**config.mk**
```make
export PLATFORM = sky130hd
export DESIGN_NAME = tpu_run_sequencer_flat
export DESIGN_NICKNAME = d
export VERILOG_FILES = /design/src/rtl/tpu_run_sequencer_if.sv /design/src/rtl/tpu_run_sequencer.sv /design/src/flat_wrapper.sv
export SDC_FILE = /design/constraint.sdc
export NUM_CORES = 1
export LEC_CHECK = 0
export ABC_CLOCK_PERIOD_IN_PS = 12150
export CAP_MARGIN = 0
export CORE_ASPECT_RATIO = 1.4
export CORE_UTILIZATION = 55
export CTS_CLUSTER_SIZE = 12
export DETAILED_ROUTE_END_ITERATION = 6
export PLACE_DENSITY = 0.8
export SETUP_SLACK_MARGIN = 0.2
export SLEW_MARGIN = 40
export SYNTH_ARGS = -nofsm -noshare
export SYNTH_HDL_FRONTEND = slang
export SYNTH_SLANG_ARGS = --single-unit
export TNS_END_PERCENT = 1
```
**constraint.sdc**
```tcl
create_clock -name clk -period 12.15 [get_ports clk]
set_input_delay 1.215 -clock clk [delete_from_list [all_inputs] [get_ports clk]]
set_output_delay 1.215 -clock clk [all_outputs]
set_load 0.02 [all_outputs]
```
**src/rtl/tpu_run_sequencer_if.sv**
```systemverilog
// Job-control and datapath-sequencing signals between a job issuer (master)
// and the TPU run sequencer (slave).
interface tpu_run_sequencer_if #(
    parameter int ADDRESSSIZE = 10,
    parameter int WSEL_BW     = 2
);
    logic                   start;
    logic                   abort;
    logic [ADDRESSSIZE-1:0] ub_base_addr;
    logic [ADDRESSSIZE-1:0] res_base_addr;
    logic [ADDRESSSIZE:0]   num_vectors;
    logic [WSEL_BW-1:0]     weight_sel;

    logic                   busy;
    logic [WSEL_BW-1:0]     wsram_addr;
    logic                   we_rl;
    logic [ADDRESSSIZE-1:0] ub_rd_addr;
    logic                   ub_rd_valid;
    logic                   res_we;
    logic [ADDRESSSIZE-1:0] res_addr;
    logic                   done;
    logic                   aborted;

    // start is a level request: it is taken only while the sequencer is idle
    // (busy=0) and ignored otherwise; there is no ready/ack beyond busy.
    modport master (
        output start, abort, ub_base_addr, res_base_addr, num_vectors, weight_sel,
        input  busy, wsram_addr, we_rl, ub_rd_addr, ub_rd_valid, res_we, res_addr,
               done, aborted
    );

    modport slave (
        input  start, abort, ub_base_addr, res_base_addr, num_vectors, weight_sel,
        output busy, wsram_addr, we_rl, ub_rd_addr, ub_rd_valid, res_we, res_addr,
               done, aborted
    );
endinterface

```
**src/rtl/tpu_run_sequencer.sv**
```systemverilog
// Single-job TPU sequencer: weight tile select/reload, UB row streaming,
// result SRAM write-back after a fixed pipeline latency, then done.
module tpu_run_sequencer #(
    parameter int ADDRESSSIZE = 10,
    parameter int WSEL_BW     = 2,
    parameter int RES_LAT     = 194,
    parameter int CNT_BW      = 12
) (
    input  logic                clk,
    input  logic                rst,
    tpu_run_sequencer_if.slave  bus,
    output logic [2:0]          dbg_state
);
    typedef enum logic [2:0] {IDLE, W_ADDR, W_LOAD, RUN, DONE} state_t;

    localparam logic [CNT_BW-1:0] RES_LAT_C = CNT_BW'(RES_LAT);

    state_t                 state_q, state_d;
    logic [CNT_BW-1:0]      cyc_q, cyc_d, next_cyc, num_ext, last_cyc;
    logic [ADDRESSSIZE-1:0] ub_base_q, res_base_q, res_off;
    logic [ADDRESSSIZE:0]   num_q;
    logic                   load_job, run_next;

    logic                   busy_q, busy_d;
    logic [WSEL_BW-1:0]     wsram_q, wsram_d;
    logic                   we_rl_q, we_rl_d;
    logic [ADDRESSSIZE-1:0] ub_addr_q, ub_addr_d;
    logic                   ub_valid_q, ub_valid_d;
    logic                   res_we_q, res_we_d;
    logic [ADDRESSSIZE-1:0] res_addr_q, res_addr_d;
    logic                   done_q, done_d;
    logic                   aborted_q, aborted_d;

    assign num_ext  = CNT_BW'(num_q);
    // DONE occupies the slot of cyc == RES_LAT+num, so RUN ends one count earlier.
    assign last_cyc = RES_LAT_C + num_ext - CNT_BW'(1);

    always_comb begin
        state_d   = state_q;
        cyc_d     = cyc_q;
        next_cyc  = cyc_q;
        load_job  = 1'b0;
        run_next  = 1'b0;
        wsram_d   = wsram_q;
        we_rl_d   = 1'b0;
        done_d    = 1'b0;
        aborted_d = 1'b0;
        unique case (state_q)
            IDLE: begin
                if (bus.start) begin
                    state_d  = W_ADDR;
                    load_job = 1'b1;
                    wsram_d  = bus.weight_sel;
                end
            end
            W_ADDR: begin
                if (bus.abort) begin
                    state_d   = IDLE;
                    aborted_d = 1'b1;
                end else begin
                    state_d = W_LOAD;
                    we_rl_d = 1'b1;
                end
            end
            W_LOAD: begin
                if (bus.abort) begin
                    state_d   = IDLE;
                    aborted_d = 1'b1;
                end else begin
                    state_d  = RUN;
                    next_cyc = '0;
                    cyc_d    = '0;
                    run_next = 1'b1;
                end
            end
            RUN: begin
                if (bus.abort) begin
                    state_d   = IDLE;
                    aborted_d = 1'b1;
                end else if (cyc_q == last_cyc) begin
                    state_d = DONE;
                    done_d  = 1'b1;
                end else begin
                    next_cyc = cyc_q + CNT_BW'(1);
                    cyc_d    = next_cyc;
                    run_next = 1'b1;
                end
            end
            DONE:    state_d = IDLE;
            default: state_d = IDLE;
        endcase
    end

    // Outputs are computed for the cycle being entered, then registered.
    always_comb begin
        busy_d     = (state_d != IDLE);
        res_off    = next_cyc[ADDRESSSIZE-1:0] - RES_LAT_C[ADDRESSSIZE-1:0];
        ub_valid_d = run_next && (next_cyc < num_ext);
        ub_addr_d  = ub_valid_d ? ub_base_q + next_cyc[ADDRESSSIZE-1:0] : ub_addr_q;
        res_we_d   = run_next && (next_cyc >= RES_LAT_C) && (next_cyc < RES_LAT_C + num_ext);
        res_addr_d = res_we_d ? res_base_q + res_off : res_addr_q;
    end

    always_ff @(posedge clk) begin
        if (rst) begin
            state_q    <= IDLE;
            cyc_q      <= '0;
            ub_base_q  <= '0;
            res_base_q <= '0;
            num_q      <= '0;
            busy_q     <= 1'b0;
            wsram_q    <= '0;
            we_rl_q    <= 1'b0;
            ub_addr_q  <= '0;
            ub_valid_q <= 1'b0;
            res_we_q   <= 1'b0;
            res_addr_q <= '0;
            done_q     <= 1'b0;
            aborted_q  <= 1'b0;
        end else begin
            state_q    <= state_d;
            cyc_q      <= cyc_d;
            if (load_job) begin
                ub_base_q  <= bus.ub_base_addr;
                res_base_q <= bus.res_base_addr;
                num_q      <= bus.num_vectors;
            end
            busy_q     <= busy_d;
            wsram_q    <= wsram_d;
            we_rl_q    <= we_rl_d;
            ub_addr_q  <= ub_addr_d;
            ub_valid_q <= ub_valid_d;
            res_we_q   <= res_we_d;
            res_addr_q <= res_addr_d;
            done_q     <= done_d;
            aborted_q  <= aborted_d;
        end
    end

    assign bus.busy        = busy_q;
    assign bus.wsram_addr  = wsram_q;
    assign bus.we_rl       = we_rl_q;
    assign bus.ub_rd_addr  = ub_addr_q;
    assign bus.ub_rd_valid = ub_valid_q;
    assign bus.res_we      = res_we_q;
    assign bus.res_addr    = res_addr_q;
    assign bus.done        = done_q;
    assign bus.aborted     = aborted_q;
    assign dbg_state       = state_q;
endmodule

```
**src/flat_wrapper.sv**
```systemverilog
// flat-port wrapper written by rule: the top's interface ports become plain ports
module tpu_run_sequencer_flat 
#(
    parameter int ADDRESSSIZE = 10,
    parameter int WSEL_BW     = 2,
    parameter int RES_LAT     = 194,
    parameter int CNT_BW      = 12
)
  (clk, rst, dbg_state, bus_start, bus_abort, bus_ub_base_addr, bus_res_base_addr, bus_num_vectors, bus_weight_sel, bus_busy, bus_wsram_addr, bus_we_rl, bus_ub_rd_addr, bus_ub_rd_valid, bus_res_we, bus_res_addr, bus_done, bus_aborted);
  tpu_run_sequencer_if #(.ADDRESSSIZE(ADDRESSSIZE), .WSEL_BW(WSEL_BW)) bus_i ();
  input  logic clk;
  input  logic rst;
  output logic [2:0] dbg_state;
  input wire logic [$bits(bus_i.start)-1:0] bus_start;
  input wire logic [$bits(bus_i.abort)-1:0] bus_abort;
  input wire logic [$bits(bus_i.ub_base_addr)-1:0] bus_ub_base_addr;
  input wire logic [$bits(bus_i.res_base_addr)-1:0] bus_res_base_addr;
  input wire logic [$bits(bus_i.num_vectors)-1:0] bus_num_vectors;
  input wire logic [$bits(bus_i.weight_sel)-1:0] bus_weight_sel;
  output wire logic [$bits(bus_i.busy)-1:0] bus_busy;
  output wire logic [$bits(bus_i.wsram_addr)-1:0] bus_wsram_addr;
  output wire logic [$bits(bus_i.we_rl)-1:0] bus_we_rl;
  output wire logic [$bits(bus_i.ub_rd_addr)-1:0] bus_ub_rd_addr;
  output wire logic [$bits(bus_i.ub_rd_valid)-1:0] bus_ub_rd_valid;
  output wire logic [$bits(bus_i.res_we)-1:0] bus_res_we;
  output wire logic [$bits(bus_i.res_addr)-1:0] bus_res_addr;
  output wire logic [$bits(bus_i.done)-1:0] bus_done;
  output wire logic [$bits(bus_i.aborted)-1:0] bus_aborted;
  assign bus_i.start = bus_start;
  assign bus_i.abort = bus_abort;
  assign bus_i.ub_base_addr = bus_ub_base_addr;
  assign bus_i.res_base_addr = bus_res_base_addr;
  assign bus_i.num_vectors = bus_num_vectors;
  assign bus_i.weight_sel = bus_weight_sel;
  assign bus_busy = bus_i.busy;
  assign bus_wsram_addr = bus_i.wsram_addr;
  assign bus_we_rl = bus_i.we_rl;
  assign bus_ub_rd_addr = bus_i.ub_rd_addr;
  assign bus_ub_rd_valid = bus_i.ub_rd_valid;
  assign bus_res_we = bus_i.res_we;
  assign bus_res_addr = bus_i.res_addr;
  assign bus_done = bus_i.done;
  assign bus_aborted = bus_i.aborted;
  tpu_run_sequencer #(.ADDRESSSIZE(ADDRESSSIZE), .WSEL_BW(WSEL_BW), .RES_LAT(RES_LAT), .CNT_BW(CNT_BW)) u_core (.clk(clk), .rst(rst), .bus(bus_i), .dbg_state(dbg_state));
endmodule
```
==> flow_summary.yaml <==
pwr:
  internal_power_uw: 498.9
  leakage_uw: 0.002533
  pwr-share-seq: 0.390
  p_sw_frac: 0.2564
  p_per_area_nw_per_um2: 107.6
  power.clock.fraction: 0.458
  switching_power_uw: 172.1
  power_frac_comb: 0.152
  ir_worst_vdd_mv: 0.1059
sta:
  setup_violations: 0
  tns_ns: 0
  clock_skew_ns: 0.004343
  worst_pin_slew_ns: 0.8407
  hold_violations: 0
  timing.final.crit_period_ns: 6.555
  maxSlewViolCount: 0
  min_period_over_period: 0.5395
  fmax_mhz: 152.6
  rsz0062_at_grt: "false"
  max_slew_margin: 0.4357
clocking:
  cts_buffers: 9
  path_clk_slew_ns: 0.06
  postCtsHoldBufs: 0
  cts_resized: 0
  clock_latency_ns: 0.34
  cts-root-buf: "clkbuf_16"
  post_cts_buffers: 0
  cts.path.max_buffers: 2
  cts.htree.levels: 3
  cts_tree: "yes"
  clock-sinks: 74
floorplanning:
  fp.dieW_um: 84.05
  die_h_um: 116.9
  rows: 41
  dieArea_um2: 9823
  core_um2: 9080
  io_pins: 68
  start_util: 0.5709
grt:
  grt_pass1_vias: 4596
  grt_pass1_wl_um: 22180
  antenna_found_initial: 0
  grt_max_degree: 74
  grt_use_total: 0.2903
  grt_overflow_total: 0
setup_path:
  crit_path_start_kind: "flip-flop"
  crit_type: "reg2reg"
  slowest_delay_ns: 0.70
  reg2reg_from: "u_core.num_q[1]"
  startpoint: "u_core.num_q[1]"
  crit_top_cell: "xnor2_1"
  cp-end-kind: "flip-flop"
  arrival_ns: 6.76
  crit_chain: "ha_1 -> nand3_1 -> xnor2_1 -> xnor2_1 -> xnor2_1 -> nor4_1 -> nand4b_1 -> o211a_1 -> a311oi_1 -> inv_1 -> ha_1 -> a211o_1 -> a21oi_1 -> nand2_1 -> a221o_1 -> a2111oi_4 -> buf_4 -> mux2i_1 -> nor2_1"
  critical_path.max_fanout: 10
  crit_required_ns: 12.36
  critPathSlowestCell: "a311oi_1"
logic_synthesis:
  synth_xor_area_frac: 0.08207
  synth_ff_type: "dfxtp_1"
  synth_top_family_by_area: "simple AND/OR/NAND/NOR gates"
  synth_cell_types: 75
  ys_seq_area_frac: 0.2858
  syn_avg_cell_area_um2: 8.254
  synth_compound_area_frac: 0.1875
  ys_warn_count: 0
  synth-simple-area-share: 0.2168
  postSynthCellCount: 628
  synth.net_count: 718
  async_flop_share: 0
  synth-edff-count: 0
  synth_fa_ha_area_frac: 0.1308
  synthMuxAreaShare: 0.03838
  ys_seq_elements: 74
  synth.cell_area_um2: 5184
routing:
  dr.pass1.iters: 6
  via_count: 4731
  wl_per_cell_um: 17.36
  vias_per_cell: 5.951
  wirelength_um: 13800
  initialDrtViolationCount: 366
  ant_nets: 0
  drc_errors: 0
hold_path:
  hold_path_startpoint: "u_core.res_base_q[3]"
  worstHoldPathType: "reg2reg"
finish:
  layout-drive-gt1-share: 0.06831
  fin_area_um2: 6233
  area_delta_synth_final_pct: 20.25
  num-fill-cells: 743
  nets: 773
  num_antenna_cells: 0
outcome:
  run_status: "completed"
run:
  maxCapViolations: 0
place:
  gp_congestion: 0.9375
  dpl_cell_area_um2: 5892
  post-dp-hpwl_um: 10460
  portBuffers: 67
cell type report:
type / count / area [um2] / share of cell area
clock buffers: 10 / 229.0 / 0.03673
clock inverters: 6 / 112.6 / 0.01807
inverters: 45 / 168.9 / 0.02710
multi-input cells: 481 / 3405 / 0.5462
flip-flops and latches: 74 / 1481 / 0.2377
well taps: 107 / 133.9 / 0.02148
repair buffers: 72 / 703.2 / 0.1128
stage by stage:
stage,utilization,setup slack (ns),power (uW),cells,hold WS [ns]
global route,0.6865,5.220,695.0,795,0.4806
detailed placement,0.6489,5.634,367.0,779,0.4486
global placement,0.6481,5.655,364.4,778,0.4420
floorplan,-,7.067,334.7,628,0.4363
CTS,0.6865,5.621,674.4,795,0.4563
finish,0.6865,5.595,671.0,795,0.4537
cells by family (layout without fill, tap and decap cells):
logic type               count (synthesis)  count (layout)
AO/OA/AOI/OAI                          142             142
XOR/XNOR                                44              44
adder cells (fa/ha/maj)                 53              53
buffers and inverters                   73             133
flip-flops                              74              74
multiplexers                            19              19
AND/OR/NAND/NOR                        223             223
registers in the layout, summed over array words and instances (netlist names):
register / flops
u_core.bus.ub_rd_valid: 1
u_core.num_q: 11
u_core.res_base_q: 10
u_core.bus.busy: 1
u_core.bus.res_addr: 10
u_core.bus.res_we: 1
u_core.bus.aborted: 1
u_core.cyc_q: 12
u_core.bus.done: 1
u_core.bus.ub_rd_addr: 10
u_core.dbg_state: 3
u_core.bus.we_rl: 1
u_core.bus.wsram_addr: 2
u_core.ub_base_q: 10
routing by layer:
layer  GRT usage  part of all wire
met1      0.3201              0.40
met2      0.5361              0.51
met3     0.03787             0.039
met4      0.1747             0.047
met5           0                 0
cells in the mapped netlist, types with 4 or more instances:
library cell	number	area share
a21oi_1	64	0.062
dfxtp_1	74	0.29
nand2_1	90	0.065
nand4_1	5	0.0060
and2_1	4	0.0048
xor2_1	8	0.014
a211oi_1	4	0.0058
mux2i_1	15	0.029
nand3_1	18	0.017
nor2b_1	14	0.017
o21bai_1	8	0.012
nor4_1	6	0.0072
nor2_1	38	0.028
clkbuf_1	20	0.014
inv_1	45	0.033
and3_1	8	0.0097
o21ai_0	19	0.018
nor3_1	7	0.0068
a21o_1	6	0.0087
xnor2_1	33	0.056
ha_1	51	0.12
nand2b_1	4	0.0048
final timing paths:
kind / end / slack [ns] / depth (start not counted)
max: u_core.bus.ub_rd_addr[1] / 5.59 / 19
max reg2reg: u_core.bus.ub_rd_addr[1] / 5.59 / 19
min reg2reg: u_core.res_base_q[3] / 0.45 / 2
min: u_core.res_base_q[3] / 0.45 / 2
cell usage in the layout, fill, tap and decap left out, drive strengths merged, types with 4 or more instances in the layout:
master         instances
clkbuf                10
mux2                   4
a21o                   6
o21bai                 8
nor4                   7
nand2                 91
buf                    6
xnor2                 35
nand4                  6
nor2b                 14
a211oi                 6
nand3                 18
and3                   8
clkdlybuf4s50         66
o21ai                 21
ha                    51
nand2b                 4
mux2i                 15
a21oi                 64
nand3b                 4
inv                   46
xor2                   8
nor2                  39
nor3                   9
and2                   4
dfxtp                 74
power groups by stage:
stage          clock network, uW  registers (uW)  logic (uW)
6_report                     308             262         102
5_1_grt                      320             263         112
4_1_cts                      311             261         102
3_5_place_dp                   0             267         100
3_3_place_gp                   0             266        98.1
2_1_floorplan                  0             263        71.4
critical path: cells and delay by family (launching register included):
family	cells	cell delay [ns]
muxes	1	0.21
DFF	1	0.51
buffers and inverters	2	0.60
and+or+nand+nor	5	1.17
xor gates and xnor gates	3	0.63
adders and majority gates	2	0.96
AOI/OAI and AO/OA	6	2.31
Power figures use the tool's default switching activity.
